<file path="src/rtl/fetch_pkg.sv">
// Shared types for the instruction fetch stage: FSM state encoding, sentinel value
// and the FIFO entry layout (instruction word plus its byte address).
package fetch_pkg;

  localparam logic [31:0] END_INSTR_DEFAULT = 32'hFFFF_FFFF;

  typedef enum logic [2:0] {
    IDLE  = 3'd0,
    FETCH = 3'd1,
    DRAIN = 3'd2,
    FLUSH = 3'd3,
    DONE  = 3'd4
  } fetch_state_t;

  typedef struct packed {
    logic [31:0] word;
    logic [31:0] addr;
  } fetch_entry_t;

endpackage

</file>
<file path="src/rtl/fetch_fifo.sv">
// Show-ahead synchronous FIFO: the head entry is always visible on rdata.
// The writer is trusted never to push into a full FIFO or pop an empty one.
module fetch_fifo #(
  parameter int               DEPTH = 4,
  parameter int               WIDTH = 64,
  parameter logic [WIDTH-1:0] INIT  = '0,
  localparam int              AW    = $clog2(DEPTH),
  localparam int              CW    = $clog2(DEPTH + 1)
) (
  input  logic             clk,
  input  logic             reset,
  input  logic             push,
  input  logic [WIDTH-1:0] wdata,
  input  logic             pop,
  output logic [WIDTH-1:0] rdata,
  output logic [CW-1:0]    count,
  output logic             empty
);

  logic [WIDTH-1:0] r_mem [DEPTH];
  logic [AW-1:0]    r_wr_ptr;
  logic [AW-1:0]    r_rd_ptr;
  logic [CW-1:0]    r_count;

  // Storage is cleared on reset so the head reads a known value while empty.
  always_ff @(posedge clk or posedge reset) begin
    if (reset) begin
      for (int i = 0; i < DEPTH; i++) begin
        r_mem[i] <= INIT;
      end
    end else if (push) begin
      r_mem[r_wr_ptr] <= wdata;
    end
  end

  always_ff @(posedge clk or posedge reset) begin
    if (reset) begin
      r_wr_ptr <= '0;
      r_rd_ptr <= '0;
      r_count  <= '0;
    end else begin
      if (push) r_wr_ptr <= r_wr_ptr + 1'b1;
      if (pop)  r_rd_ptr <= r_rd_ptr + 1'b1;
      case ({push, pop})
        2'b10:   r_count <= r_count + 1'b1;
        2'b01:   r_count <= r_count - 1'b1;
        default: r_count <= r_count;
      endcase
    end
  end

  assign rdata = r_mem[r_rd_ptr];
  assign count = r_count;
  assign empty = (r_count == '0);

endmodule

</file>
<file path="src/rtl/instr_fetch_buffer.sv">
// Sequential instruction fetcher feeding the CPU through a small FIFO; stops on the
// sentinel word, drains, flushes and raises done. FETCH_STATS_EN adds pop/stall counters.
module instr_fetch_buffer
  import fetch_pkg::*;
#(
  parameter int          DEPTH        = 4,
  parameter int          FLUSH_CYCLES = 5,
  parameter logic [31:0] RESET_PC     = 32'h0,
  parameter logic [31:0] END_INSTR    = END_INSTR_DEFAULT
) (
  input  logic        clk,
  input  logic        reset,
  input  logic        start,
  output logic        mem_req,
  output logic [31:0] mem_addr,
  input  logic        mem_valid,
  input  logic [31:0] mem_rdata,
  output logic [31:0] inst,
  output logic        inst_valid,
  input  logic        inst_ready,
  output logic [31:0] pc,
  output logic        done
`ifdef FETCH_STATS_EN
  ,
  output logic [31:0] instr_count,
  output logic [31:0] stall_count
`endif
);

  localparam int          CW         = $clog2(DEPTH + 1);
  localparam int          FW         = (FLUSH_CYCLES > 1) ? $clog2(FLUSH_CYCLES) : 1;
  localparam logic [FW-1:0] FLUSH_LAST = FW'((FLUSH_CYCLES == 0) ? 0 : FLUSH_CYCLES - 1);

  fetch_state_t  r_state;
  fetch_state_t  w_state_next;
  logic          r_req;
  logic          r_outstanding;
  logic [31:0]   r_fa;
  logic [FW-1:0] r_flush_cnt;
  logic          r_done;

  logic          w_resp;
  logic          w_sentinel;
  logic          w_push;
  logic          w_pop;
  logic          w_empty;
  logic          w_busy;
  logic          w_issue;
  logic [CW-1:0] w_count;
  logic [CW-1:0] w_count_after;
  fetch_entry_t  w_wr_entry;
  fetch_entry_t  w_head;

  // Responses only count while a request is in flight; stale ones after reset fall through.
  assign w_resp     = mem_valid && r_outstanding;
  assign w_sentinel = w_resp && (mem_rdata == END_INSTR);
  assign w_push     = w_resp && !w_sentinel;
  assign w_pop      = !w_empty && inst_ready;
  assign w_wr_entry = '{word: mem_rdata, addr: r_fa};

  // Next request may go out as soon as the current one completes, provided the
  // occupancy after this edge leaves room for its response.
  assign w_busy        = r_req || (r_outstanding && !mem_valid);
  assign w_count_after = w_count + CW'(w_push) - CW'(w_pop);
  assign w_issue       = ((r_state == IDLE) && start) ||
                         ((r_state == FETCH) && !w_busy && !w_sentinel &&
                          (w_count_after < CW'(DEPTH)));

  fetch_fifo #(
    .DEPTH (DEPTH),
    .WIDTH ($bits(fetch_entry_t)),
    .INIT  ({32'h0, RESET_PC})
  ) u_fifo (
    .clk   (clk),
    .reset (reset),
    .push  (w_push),
    .wdata (w_wr_entry),
    .pop   (w_pop),
    .rdata (w_head),
    .count (w_count),
    .empty (w_empty)
  );

  always_comb begin
    w_state_next = r_state;
    case (r_state)
      IDLE:    if (start) w_state_next = FETCH;
      FETCH:   if (w_sentinel) w_state_next = DRAIN;
      DRAIN:   if (w_empty) w_state_next = FLUSH;
      FLUSH:   if (r_flush_cnt == FLUSH_LAST) w_state_next = DONE;
      DONE:    w_state_next = DONE;
      default: w_state_next = IDLE;
    endcase
  end

  always_ff @(posedge clk or posedge reset) begin
    if (reset) begin
      r_state       <= IDLE;
      r_req         <= 1'b0;
      r_outstanding <= 1'b0;
      r_fa          <= RESET_PC;
      r_flush_cnt   <= '0;
      r_done        <= 1'b0;
    end else begin
      r_state <= w_state_next;
      r_req   <= w_issue;
      if (r_req)       r_outstanding <= 1'b1;
      else if (w_resp) r_outstanding <= 1'b0;
      if (w_resp) r_fa <= r_fa + 32'd4;
      if ((r_state == FLUSH) && (w_state_next == FLUSH)) r_flush_cnt <= r_flush_cnt + 1'b1;
      else                                               r_flush_cnt <= '0;
      r_done <= (w_state_next == DONE);
    end
  end

  assign mem_req    = r_req;
  assign mem_addr   = r_fa;
  assign inst       = w_head.word;
  assign pc         = w_head.addr;
  assign inst_valid = !w_empty;
  assign done       = r_done;

`ifdef FETCH_STATS_EN
  logic [31:0] r_instr_count;
  logic [31:0] r_stall_count;

  always_ff @(posedge clk or posedge reset) begin
    if (reset) begin
      r_instr_count <= '0;
      r_stall_count <= '0;
    end else if (r_state != DONE) begin
      if (w_pop)                  r_instr_count <= r_instr_count + 32'd1;
      if (!w_empty && !inst_ready) r_stall_count <= r_stall_count + 32'd1;
    end
  end

  assign instr_count = r_instr_count;
  assign stall_count = r_stall_count;
`endif

endmodule

</file>
<file path="config.mk">
export PLATFORM = sky130hd
export DESIGN_NAME = instr_fetch_buffer
export DESIGN_NICKNAME = d
export VERILOG_FILES = /design/src/rtl/fetch_pkg.sv /design/src/rtl/fetch_fifo.sv /design/src/rtl/instr_fetch_buffer.sv
export SDC_FILE = /design/constraint.sdc
export NUM_CORES = 1
export LEC_CHECK = 0
export BUFFER_PORTS_ARGS = -buffer_cell sky130_fd_sc_hd__buf_2
export CELL_PAD_IN_SITES_DETAIL_PLACEMENT = 2
export CELL_PAD_IN_SITES_GLOBAL_PLACEMENT = 2
export CORE_ASPECT_RATIO = 1.2
export CORE_MARGIN = 1.5
export CORE_UTILIZATION = 43
export DETAILED_ROUTE_END_ITERATION = 7
export GPL_ROUTABILITY_DRIVEN = 0
export PLACE_DENSITY = 0.8
export SYNTH_ARGS = -nofsm -noshare
export SYNTH_HDL_FRONTEND = slang
export SYNTH_SLANG_ARGS = --single-unit
</file>
<file path="constraint.sdc">
create_clock -name clk -period 13.7 [get_ports clk]
set_input_delay 2.055 -clock clk [delete_from_list [all_inputs] [get_ports clk]]
set_output_delay 2.055 -clock clk [all_outputs]
set_load 0.05 [all_outputs]
</file>
; After elaboration in Yosys (flattened, before gate mapping)
; Cells that the tools add are included.
[totals]
input_bits = 37
wordCells = 73
regBits = 304
[classes]
n_reduce_logical = 21
order_cmp = 4
eq_ne = 10
n_addsub = 8
muxes = 15
n_bitwise = 2
[op_table]
columns = op, count
row1 = $bwmux 256, 1
row2 = $mux 64, 3
row3 = $bmux 64 s2, 1
row4 = $demux 64 s2, 1
row5 = $add 32x3->32 const B, 1
row6 = $eq 32x32->1 const B, 1
row7 = $mux 3, 5
row8 = $pmux 3 s5, 1
row9 = $logic_and 1x1->1, 11
row10 = $eq 3x2->1 const B, 3
row11 = $eq 3x3->1 const B, 3
row12 = $add 3x1->3 const B, 2
row13 = $ge 3x3->1 const B, 2
row14 = $logic_not 3->1, 2
row15 = $not 2->3, 2
row16 = $pmux 3 s2, 1
row17 = $add 2x1->2 const B, 2
row18 = $logic_not 1->1, 4
row19 = $reduce_bool 2->1, 2
row20 = $add 3x1->3, 1
row21 = $eq 3x1->1 const B, 1
row22 = $lt 3x1->1 const B, 1
row23 = $lt 3x3->1 const B, 1
row24 = $sub 3x1->3, 1
row25 = 5 further kinds, 7

; Depth between registers and ports, before layout
[logic_depth]
word_depth = 9
depth_mapped = 10
mapped_depth_nobuf = 10

; Modules after synthesis
; A second synthesis with hierarchy kept.
[unflattened]
hier_cells = 833
hier_area_um2 = 13484.2
[modules_own_cells]
columns = mod, seq_area_each_um2, area_per_inst_um2, cells_per_inst, instances
row1 = fetch_fifo, 6581.3, 11517.3, 651, 1
row2 = instr_fetch_buffer, 975.9, 1966.9, 182, 1

; Worst setup path after synthesis
; No wires, ideal clock.
[synth_timing]
path_type = input-to-reg
startpoint = input port mem_rdata[15]
endpoint = register r_req, in the netlist mem_req
setup_ns = 0.122
required_ns = 13.578
stages = 10
arrival_ns = 4.405
setup_slack_ns = 9.173
cell_sequence = nand4_1 > nor4_4 > a21oi_1 > inv_1 > ha_1 > inv_1 > ha_1 > a31oi_1 > mux2_2 > a32o_1
[synth_between]
elab_chain_len = 9
word_cells_on_any_way = 10
classes_between = add/sub: 2 / order compare: 1 / eq/ne: 1 / reduce/logical: 6
[synth_rtl]
columns = item, line_no
row1 = from (decl), instr_fetch_buffer.sv:17  ; input logic [31:0] mem_rdata,
row2 = $eq 32x32->1 (*), instr_fetch_buffer.sv:56  ; assign w_sentinel = w_resp && (mem_rdata == END_INSTR);
row3 = $logic_and 1x1->1 (*), instr_fetch_buffer.sv:56
row4 = $logic_not 1->1 (*), "instr_fetch_buffer.sv:57, instr_fetch_buffer.sv:66"
row5 = $logic_and 1x1->1, instr_fetch_buffer.sv:57  ; assign w_push = w_resp && !w_sentinel;
row6 = $add 3x1->3, instr_fetch_buffer.sv:64  ; assign w_count_after = w_count + CW'(w_push) - CW'(w_pop);
row7 = $sub 3x1->3, instr_fetch_buffer.sv:64
row8 = $lt 3x3->1, instr_fetch_buffer.sv:67  ; (w_count_after < CW'(DEPTH)));
row9 = $logic_and 1x1->1 (*), instr_fetch_buffer.sv:66  ; ((r_state == FETCH) && !w_busy && !w_sentinel &&
row10 = $logic_or 1x1->1 (*), instr_fetch_buffer.sv:65  ; assign w_issue = ((r_state == IDLE) && start) ||
row11 = named net w_issue, instr_fetch_buffer.sv:48  ; logic w_issue;
row12 = to (signal assigned), instr_fetch_buffer.sv:106  ; r_req <= w_issue;
row13 = to (decl), instr_fetch_buffer.sv:36  ; logic r_req;
; The timed path passes the listed nets; every way through them passes the cells marked *.
; A chain may end at the register's enable or synchronous reset.

; Final worst setup path
[layout_timing]
startpoint = register u_fifo.r_rd_ptr[1]
endpoint = output port pc[28]
[layout_between]
elab_chain_len = 4
[layout_rtl]
columns = item, line_no
row1 = from (decl), fetch_fifo.sv:22  ; logic [AW-1:0] r_rd_ptr;
row2 = from (signal assigned), fetch_fifo.sv:43  ; if (pop) r_rd_ptr <= r_rd_ptr + 1'b1;
row3 = $not 2->3 (not written as such), fetch_fifo.sv:52  ; assign rdata = r_mem[r_rd_ptr];
row4 = $bmux 64 s2, fetch_fifo.sv:52
row5 = $mux 64 (not written as such) (2 in a row), fetch_fifo.sv:52
row6 = to (decl), instr_fetch_buffer.sv:21  ; output logic [31:0] pc,
; Every way passes these cells. The select of a mux whose other input is x is not followed.

==> results.json <==
{
  "min_path_cells": 1,
  "cts_sinks": 294,
  "layout_min_cycle_time_ns": 5.08,
  "synth.avg_cell_area_um2": 16.2,
  "yosysSeqAreaShare": 0.548,
  "dr.first_iter.drc_count": 351,
  "ys_ff_latch": 294,
  "place_area_um2": 14300,
  "synthMuxAreaShare": 0.334,
  "power_density_nw_per_um2": 115,
  "grt_pass1_vias": 9032,
  "hold_ws_ns": 0.477,
  "numPortBuffers": 131,
  "min_from": "r_flush_cnt[0]$_DFF_PP0_",
  "ff2ff_setup_slack_ns": 10.64,
  "synth-simple-area-share": 0.0400,
  "fin_nets": 1004,
  "rsz0062_at_grt": "false",
  "crit_arrival_ns": 3.03,
  "async_flop_share": 1.00,
  "final_antenna_net_count": 0,
  "die_w_um": 164,
  "finalWirelength_mm": 34.3,
  "coreArea_um2": 30600,
  "via_per_inst": 5.55,
  "syn2layout_area_growth_pct": 14.3,
  "cts-resized-gates": 0,
  "crit_type": "register to output port",
  "leakage_uw": 0.00755,
  "crit_path_start": "u_fifo.r_rd_ptr[1]$_DFFE_PP0P_",
  "cts_root_buffer": "clkbuf_16",
  "grt_antenna_before_repair": 0,
  "drive_above_1_share": 0.524,
  "dr_total_vias": 7649,
  "io-pin-count": 136,
  "die_y_um": 197,
  "worst_pin_slew_ns": 0.977,
  "clock_latency_ns": 0.58,
  "cp.required_ns": 11.64,
  "wl_per_cell_um": 24.9,
  "worst_setup_path_end_kind": "output port",
  "worstHoldEndpoint": "r_flush_cnt[0]$_DFF_PP0_",
  "synth-edff-count": 0,
  "fin_area_um2": 15300,
  "start_kind": "register",
  "max_freq_mhz": 197,
  "first_pass_iters": 4,
  "met1_usage": 0.276,
  "synthFlopType": "dfrtp_1",
  "vdd_drop_max_v": 0.0000739,
  "synthAdderAreaFrac": 0.00988,
  "dpl.hpwl_mm": 20.9,
  "rows": 70,
  "worstReg2RegStart": "r_outstanding$_DFFE_PP0P_",
  "ctsHoldBuffers": 0,
  "die_area_um2": 32300,
  "finalClockSkew_ns": 0.0221,
  "finalHoldViolations": 0,
  "path_clk_slew_ns": 0.06,
  "synth-compound-area-share": 0.00979,
  "ys_warn_count": 0,
  "grt_max_degree": 170,
  "min_period_over_period": 0.371,
  "grt_use_met3": 0.0347,
  "r2r_cells": 5,
  "start_util": 0.439,
  "numCtsBuffers": 31,
  "crit_path_max_fanout": 34,
  "clk_path_buf_depth": 3,
  "htree_levels": 1,
  "overflow": 0,
  "synthCells": 830,
  "cap_violations": 0,
  "finalSetupTns_ns": 0,
  "ys_types": 39,
  "cts_setup_buffers": 0,
  "slew_headroom": 0.347,
  "min_path_type": "register to register",
  "drv_slew": 0,
  "track_usage": 0.223,
  "synth_top_family_by_area": "multiplexers",
  "grt.busiest_layer": "met2",
  "syn_area_um2": 13400,
  "drc": 0,
  "setup_viol": 0,
  "timing.rr.end": "u_fifo.r_mem[84]$_DFFE_PP0P_",
  "grt_pass1_wl_mm": 54.6,
  "cts_tree": "done",
  "met2_usage": 0.398,
  "synth-xor-area-share": 0.0241,
  "status": "complete, no violations"
}
final cells by class:
class	count	area, um2
fillers	2782	15200
flip-flops and latches	294	7360
multi-input cells	472	5630
clock buffers	43	881
repair buffers	141	743
well taps	396	495
clock inverters	15	163
inverters	17	71.3
diodes	1	2.50
synth_stat cells, drive strengths merged (3+ instances only):
cell type / instances / area (um2)
nor2: 9 / 33.8
dfrtp: 294 / 7360
ha: 9 / 113
nand2: 22 / 82.6
nand4: 15 / 93.8
and4: 7 / 61.3
mux2: 250 / 3090
xor2: 18 / 158
xnor2: 19 / 166
and2: 3 / 18.8
nand3: 11 / 55.1
nor3: 14 / 70.1
clkbuf: 10 / 37.5
mux4: 62 / 1400
inv: 17 / 63.8
a21oi: 7 / 80.1
nor4: 4 / 55.1
buf: 40 / 353
power by group:
group	switching, uW	internal, uW	leakage [uW]
combinational	27.7	5.20	0.00296
sequential	0	868	0.00407
clock	360	505	0.000515
cells by family (layout without fill, tap and decap cells):
logic type,count (synthesis),in the layout
compound gates,14,14
xor+xnor,37,37
fa+ha+maj,10,10
buf+inv,67,216
flops,294,294
mux,312,312
other cells,1,5
simple gates,95,95
worst max-delay path: stages, from the launching register on:
cell and delay (ns):
dfrtp_4 0.85, buf_4 0.70, mux4_2 0.64, buf_2 0.24
registers in the layout, summed over array words and instances, names as in the netlist:
| signal | flops |
|---|---|
| done | 1 |
| u_fifo.r_rd_ptr | 2 |
| u_fifo.r_mem | 248 |
| r_state | 3 |
| r_flush_cnt | 3 |
| u_fifo.r_wr_ptr | 2 |
| mem_addr | 30 |
| mem_req | 1 |
| r_outstanding | 1 |
| u_fifo.count | 3 |
per-layer routing:
metal  wire length, um  up-vias
li1                  -     3292
met1             13900     4164
met2             18300      142
met3              1380       51
met4               761        0
met5                 0        -
cell usage in the layout, fill, tap and decap left out, types with 2 or more instances in the layout:
master / count
nand4_1: 15
nand2_1: 22
buf_2: 131
and2_1: 3
nand3_1: 11
mux2_4: 73
nor3b_1: 2
buf_4: 9
dfrtp_4: 2
ha_1: 9
conb_1: 4
xor2_1: 18
clkinvlp_4: 2
nand2b_1: 2
o22ai_1: 2
clkinv_2: 8
bufinv_16: 3
inv_1: 16
nor4_1: 2
nor2b_1: 2
mux4_2: 62
nor3_1: 14
clkbuf_1: 6
a21oi_1: 3
nor2_1: 9
and4_1: 7
dfrtp_1: 292
xnor2_1: 19
a21oi_4: 4
mux2_2: 177
clkbuf_16: 31
clkbuf_8: 6
nor4_4: 2
per-stage QoR:
stage | instances | power (uW) | util | setup WS, ns
finish | 1379 | 1770 | 0.502 | 8.62
CTS | 1378 | 1790 | 0.502 | 8.51
global route | 1378 | 1820 | 0.502 | 8.38
global placement | 1320 | 918 | 0.468 | 8.74
detailed placement | 1320 | 918 | 0.468 | 8.57
floorplan | 833 | 902 | - | 3.53
how the worst max path moves through the flow:
stage	end	slack [ns]	cells after the start
5_1_grt	inst[11]	8.38	3
3_3_place_gp	mem_req$_DFF_PP0_	8.74	11
2_1_floorplan	done$_DFF_PP0_	3.53	1
3_5_place_dp	mem_req$_DFF_PP0_	8.57	11
4_1_cts	pc[28]	8.51	3
6_report	pc[28]	8.62	3
Power figures use the tool's default switching activity.
